<file path="src/rtl/ifetch_ctrl.sv">
// ifetch_ctrl: instruction-fetch sequencer owning the PC, feeding a prefetch queue to decode.
//   clk, rst_n (async, active-low); run gates new fetches; imem_addr/imem_data drive the
//   combinational-read instruction memory; redirect_valid/redirect_pc flush and retarget;
//   if_valid/if_ready/if_inst/if_pc/if_pc_plus1 form the decode handshake; buf_count is
//   queue occupancy; halted reports halt detection.
//   Optional macro IFETCH_HALT_DETECT_EN enables the HALT state on the all-ones word.
module ifetch_ctrl #(
  parameter int ADDR_W    = 12,
  parameter int INST_W    = 19,
  parameter int RESET_PC  = 0,
  parameter int BUF_DEPTH = 2
) (
  input  logic                         clk,
  input  logic                         rst_n,
  input  logic                         run,
  output logic [ADDR_W-1:0]            imem_addr,
  input  logic [INST_W-1:0]            imem_data,
  input  logic                         redirect_valid,
  input  logic [ADDR_W-1:0]            redirect_pc,
  output logic                         if_valid,
  input  logic                         if_ready,
  output logic [INST_W-1:0]            if_inst,
  output logic [ADDR_W-1:0]            if_pc,
  output logic [ADDR_W-1:0]            if_pc_plus1,
  output logic [$clog2(BUF_DEPTH):0]   buf_count,
  output logic                         halted
);
  localparam int PW = $clog2(BUF_DEPTH);
  localparam int CW = PW + 1;
  localparam logic [1:0] S_IDLE  = 2'd0;
  localparam logic [1:0] S_FETCH = 2'd1;
  logic [1:0] state, state_nx, run_state;
  logic [ADDR_W-1:0] pc;
  logic [ADDR_W-1:0] q_pc [BUF_DEPTH];
  logic [INST_W-1:0] q_inst [BUF_DEPTH];
  logic [PW-1:0] head, tail;
  logic [CW-1:0] count;
  logic enq, deq;
  assign deq = if_valid & if_ready;
  assign enq = (state == S_FETCH) & ~redirect_valid & ((count < CW'(BUF_DEPTH)) | deq);
  assign run_state = (state == S_IDLE && run) ? S_FETCH : (state == S_FETCH && !run) ? S_IDLE : state;
`ifdef IFETCH_HALT_DETECT_EN
  localparam logic [1:0] S_HALT = 2'd2;
  // leaving HALT via redirect re-evaluates run; other states keep their state on redirect
  assign state_nx = redirect_valid ? ((state == S_HALT) ? (run ? S_FETCH : S_IDLE) : state)
                  : (enq & (&imem_data)) ? S_HALT : run_state;
  assign halted = (state == S_HALT);
`else
  assign state_nx = redirect_valid ? state : run_state;
  assign halted = 1'b0;
`endif
  assign imem_addr   = pc;
  assign if_valid    = (count != '0);
  assign if_inst     = q_inst[head];
  assign if_pc       = q_pc[head];
  assign if_pc_plus1 = if_valid ? if_pc + ADDR_W'(1) : '0;
  assign buf_count   = count;
  always_ff @(posedge clk or negedge rst_n) begin
    if (!rst_n) begin
      state <= S_IDLE;
      pc    <= ADDR_W'(RESET_PC);
      head  <= '0;
      tail  <= '0;
      count <= '0;
      for (int i = 0; i < BUF_DEPTH; i++) begin
        q_pc[i]   <= '0;
        q_inst[i] <= '0;
      end
    end else begin
      state <= state_nx;
      if (redirect_valid) begin
        pc    <= redirect_pc;
        head  <= '0;
        tail  <= '0;
        count <= '0;
      end else begin
        if (enq) begin
          q_pc[tail]   <= pc;
          q_inst[tail] <= imem_data;
          tail         <= tail + PW'(1);
          pc           <= pc + ADDR_W'(1);
        end
        if (deq) head <= head + PW'(1);
        count <= count + CW'(enq) - CW'(deq);
      end
    end
  end
endmodule

</file>
<file path="config.mk">
export PLATFORM = sky130hd
export DESIGN_NAME = ifetch_ctrl
export DESIGN_NICKNAME = d
export VERILOG_FILES = /design/src/rtl/ifetch_ctrl.sv
export SDC_FILE = /design/constraint.sdc
export NUM_CORES = 1
export LEC_CHECK = 0
export BUFFER_PORTS_ARGS = -buffer_cell sky130_fd_sc_hd__buf_2
export CELL_PAD_IN_SITES_DETAIL_PLACEMENT = 0
export CELL_PAD_IN_SITES_GLOBAL_PLACEMENT = 1
export CORE_MARGIN = 2
export CORE_UTILIZATION = 42
export CTS_CLUSTER_DIAMETER = 120
export DETAILED_ROUTE_END_ITERATION = 12
export PLACE_DENSITY = 0.89
export SLEW_MARGIN = 10
export SYNTH_ARGS = -nofsm -noshare
export SYNTH_HDL_FRONTEND = slang
export SYNTH_SLANG_ARGS = --single-unit
</file>
<file path="constraint.sdc">
create_clock -name clk -period 2.38 [get_ports clk]
set_clock_uncertainty 0.1 [all_clocks]
set_input_delay 0.476 -clock clk [delete_from_list [all_inputs] [get_ports clk]]
set_output_delay 0.476 -clock clk [all_outputs]
set_load 0.03 [all_outputs]
</file>
## Word-level counts from Yosys, hierarchy flattened

Index checks and enable logic that the tools add are counted.

- Bits in registers: 80
- Bits of input ports: 36
- Output and inout port bits: 59
- Word-level logic and storage cells: 60

- $add $sub $neg: 6
- Order comparisons: 4
- Eq/ne operators: 1
- Mux-type cells: 22
- Bitwise gates (word level): 7
- Reductions and logical operators: 11

Operator list:

| operator | count |
|---|---|
| 2-to-1 mux 12 bit | 7 |
| 2-to-1 mux 19 bit | 4 |
| bitwise mux 38 bit | 1 |
| adder 12 x 1 -> 12 bit (second input constant) | 2 |
| bitwise mux 24 bit | 1 |
| demux 19 bit (select 1 bit) | 1 |
| demux 12 bit (select 1 bit) | 1 |
| nonzero test 2 bit | 4 |
| 2-to-1 mux 2 bit | 3 |
| >= comparator 2 bit (second input constant) | 2 |
| 2-to-1 mux 1 bit | 4 |
| inverter 1 -> 2 bit | 2 |
| AND reduction 2 bit | 2 |
| AND 1 bit | 3 |
| logical AND 1 bit | 3 |
| adder 1 bit (second input constant) | 2 |
| adder 2 x 1 -> 2 bit | 1 |
| == test 2 x 1 -> 1 bit (second input constant) | 1 |
| zero test 2 bit | 1 |
| < comparator 2 x 1 -> 1 bit (second input constant) | 1 |
| < comparator 2 bit (second input constant) | 1 |
| subtractor 2 x 1 -> 2 bit | 1 |
| zero test 1 bit | 1 |
| inverter 1 bit | 1 |
| OR 1 bit | 1 |

## Logic depth before layout (Yosys ltp)

- Depth in word-level cells: 7
- Mapped depth: 8
- Depth with buffers taken out: 8

## Worst setup path before layout

OpenSTA, ideal clock, no wires.

- Path type: register to output
- Start: register head
- End: output port if_pc_plus1[8]
- Arrival: 2.341 ns
- Required time: 1.804 ns
- Setup slack: -0.537 ns
- Cell stages (with the launch flop): 8
- Path buffers: 2
- Cells stage by stage: dfrtp_1 > buf_2 > mux2_2 > ha_1 > and2_0 > clkbuf_1 > and4_1 > nor3_1

- Cells in the longest elaborated chain, start to end: 6

RTL lines:

| what | RTL line | text |
|---|---|---|
| from (decl) | 36 | `logic [PW-1:0] head, tail;` |
| from (signal assigned) | 83 | `if (deq) head <= head + PW'(1);` |
| inverter 1 -> 2 bit (not written as such) | 55 | `assign if_pc = q_pc[head];` |
| 2-to-1 mux 12 bit (not written as such) (3 in a row) | 55 |  |
| named net if_pc[1] | 23 | `output logic [ADDR_W-1:0] if_pc,` |
| adder 12 x 1 -> 12 bit | 56 | `assign if_pc_plus1 = if_valid ? if_pc + ADDR_W'(1) : '0;` |
| 2-to-1 mux 12 bit | 56 |  |
| to (decl) | 24 | `output logic [ADDR_W-1:0] if_pc_plus1,` |

The timed path passes the listed nets, and every way through them passes these cells. The select of a mux whose other input is x is not followed.

## Final worst setup path

- Start: register head
- End: output port if_pc_plus1[11]

- Cells in the longest elaborated chain, start to end: 6

RTL lines:

| what | RTL line |
|---|---|
| inverter 1 -> 2 bit (not written as such) | 55 |
| 2-to-1 mux 12 bit (not written as such) (3 in a row) | 55 |
| adder 12 x 1 -> 12 bit | 56 |
| 2-to-1 mux 12 bit | 56 |

Every way passes these cells. The select of a mux whose other input is x is not followed.

==> flow_metrics.tcl <==
set metrics [dict create \
    status "finished with violations" \
    violations "negative setup slack" \
    numCtsBuffers 9 \
    clockRootBuffer "clkbuf_8" \
    endpoint_kind "output pin" \
    insertion_delay_ns 0.34 \
    first_global_vias 3077 \
    hpwl_um 6440 \
    ff2ff_path_depth 5 \
    grt_pass1_wl_um 14900 \
    cts_max_path_buffers 2 \
    fill_cells 793 \
    wirelength_um 8970 \
    rows 35 \
    synthesis.area_mm2 0.00390 \
    holdCritPathClass "in2reg" \
    dr_total_vias 2936 \
    power.leakage_nw 2.35 \
    drive_gt1_share_pct 58.2 \
    yosys.area.top_type "dfrtp_1" \
    total_power_mw 7.85 \
    place_ws_ns -0.0802 \
    synth_cell_types 38 \
    period_minus_slack_ns 2.70 \
    die_h_um 100 \
    netlist_top_cells_count "mux2_2 (90), dfrtp_1 (79), nor2_1 (16)" \
    routed_via_density 5.30 \
    worstPathCellList "buf_4, buf_4, mux2_4, and3_4, nand4_1, mux2i_2, buf_6" \
    grt_overflow 0 \
    start_util_pct 42.8 \
    critPathMaxFanout 8 \
    die_w_um 100 \
    drc 0 \
    ant_nets 0 \
    path_common_cell "buf_4" \
    vdd_ir_drop_max_mv 0.724 \
    avgSynthCellArea_um2 12.2 \
    tritoncts "built" \
    worstSetupStartpointType "flop" \
    p_comb_share_pct 56.1 \
    clock.fmax_mhz 370 \
    yosysTopAreaCellShare_pct 50.7 \
    port_buffers 93 \
    nets 479 \
    finalCritPeriodShare_pct 114 \
    synth_area_leaders "dfrtp_1 (51%), mux2_2 (26%), o21ai_0 (1.8%)" \
    regArea_mm2 0.00198 \
    synthCells 320 \
    antennaDiodeCount 0 \
    globalplace.congestion 0.810 \
    fin_ws_ns -0.322 \
    dr.first_iter.drc_count 85 \
    cts.sinks 79 \
    wl_per_cell_um 16.2 \
    crit_slowest_cell "dfrtp_2" \
    synth.most_common_cell "mux2_2" \
    multi_input_area_mm2 0.00199 \
    dieArea_mm2 0.0101 \
    p_int_mw 4.53 \
    ys_ff_latch 79 \
    io_pins 95 \
    clkSlewWorstSetupHoldPaths_ns 0.08 \
    p_per_area_mw_per_mm2 1520 \
    grt_use_total_pct 18.6 \
    synth_top_flop_cell "dfrtp_1" \
    p_clk_share_pct 14.2 \
    slew_violations 0 \
    crit_type "reg2out" \
    h-tree-depth 3 \
    finalHoldViolations 0 \
    swShare_pct 42.4 \
    dr.pass1.iters 4 \
    area_growth_pct 32.5 \
    async_reset_ff_share_pct 100 \
    max_stage_delay_ns 0.45 \
    switchingPower_mw 3.33 \
    grt_max_degree 47 \
    rsz0062_at_grt "true" \
    grt_antenna_before_repair 0 \
    drv_cap 0 \
    worstPathRequired_ns 1.80 \
    worstPathArrival_ns 2.13 \
    synth.net_count 361 \
    synth_edf_count 0 \
    core_area_mm2 0.00911 \
    yosysSeqAreaShare_pct 50.7 \
    sequentialPowerShare_pct 29.7 \
    final-setup-viol-count 10 \
    synth-warning-count 0 \
    min_path_cells 3 \
]
[worst paths after layout]
path                                start  slack (ns)              end
setup / recovery                     head       -0.32  if_pc_plus1[11]
hold / removal             redirect_pc[2]        0.25     imem_addr[2]
setup reg to reg             buf_count[1]        0.42         q_pc[14]
hold reg to reg                 q_inst[8]        0.40        q_inst[8]
max in group asynchronous           rst_n        1.03             head
min in group asynchronous           rst_n        0.53       q_inst[25]
[power groups by stage]
stage	logic, mW	clock network [mW]	registers (mW)
floorplan	2.97	0	2.29
global placement	3.95	0	2.31
detailed placement	4.03	0	2.36
CTS	4.37	1.14	2.34
global route	4.72	1.20	2.41
finish	4.40	1.12	2.33
[routing by layer]
layer | part of all wire (%) | global-route usage [%] | wire length [um] | vias up
met5 | 0 | 0 | 0 | -
met3 | 6.3 | 4.87 | 569 | 6
li1 | - | - | - | 1387
met4 | 0.72 | 4.95 | 65 | 0
met1 | 43 | 23.4 | 3850 | 1461
met2 | 50 | 32.0 | 4490 | 82
[cell type report]
cell class / instances / area share (%)
multi-input combinational: 219 / 38.4
sequential: 79 / 38.3
timing repair buffer: 123 / 15.6
clock buffer: 11 / 2.93
tap: 111 / 2.69
clock inverter: 5 / 1.55
inverter: 6 / 0.436
[cells by family after synthesis]
| kind of cell | after synthesis | synth area share [%] |
|---|---|---|
| mux | 93 | 26.9 |
| flops | 79 | 50.7 |
| simple gates | 77 | 10.5 |
| compound gates | 33 | 5.10 |
| buf+inv | 23 | 3.08 |
| xor+xnor | 9 | 2.02 |
| fa+ha+maj | 5 | 1.60 |
| other cells | 1 | 0.0962 |
[timing repair]
action                     in CTS  in global routing
gates resized for setup        39                  6
hold endpoints to repair       33                  0
setup endpoints to repair      12                 10
hold buffers                    1                  0
buffers inserted                6                  3
pin swaps                      10                  4
cloned                          1                  0
[worst max-delay path: cells and delay by family (launching register included)]
kind | cells | cell delay, ns
muxes | 2 | 0.56
DFF | 1 | 0.45
buffers and inverters | 3 | 0.43
and+or+nand+nor | 2 | 0.35
[layout by cell type (no fill, tap or decap), types with 4 or more instances in the layout]
| master | instances |
|---|---|
| a31oi_1 | 7 |
| and3_1 | 5 |
| buf_2 | 81 |
| buf_4 | 23 |
| buf_6 | 16 |
| clkbuf_8 | 11 |
| dfrtp_1 | 78 |
| ha_1 | 4 |
| inv_1 | 5 |
| mux2_2 | 88 |
| nand2_1 | 14 |
| nand3_1 | 7 |
| nand4_1 | 8 |
| nor2_1 | 14 |
| nor3_4 | 4 |
| o21ai_0 | 14 |
| or3_2 | 4 |
| xor2_1 | 5 |
[stage by stage]
step	setup TNS, ns	area (um2)	util [%]	std cells	hold slack [ns]
floorplan	-0.0408	4010	-	320	0.0804
global placement	-0.0250	4710	51.7	528	0.349
detailed placement	-0.242	4710	51.7	528	0.356
CTS	-2.00	5130	56.3	551	0.237
global route	-3.33	5160	56.7	554	0.243
finish	-2.57	5160	56.7	554	0.247
[state kept, by name, summed over array words and instances, names as in the netlist]
register   cells
q_pc          24
tail           1
head           1
q_inst        38
buf_count      2
imem_addr     12
state          1
(Power assumes the default switching activity.)
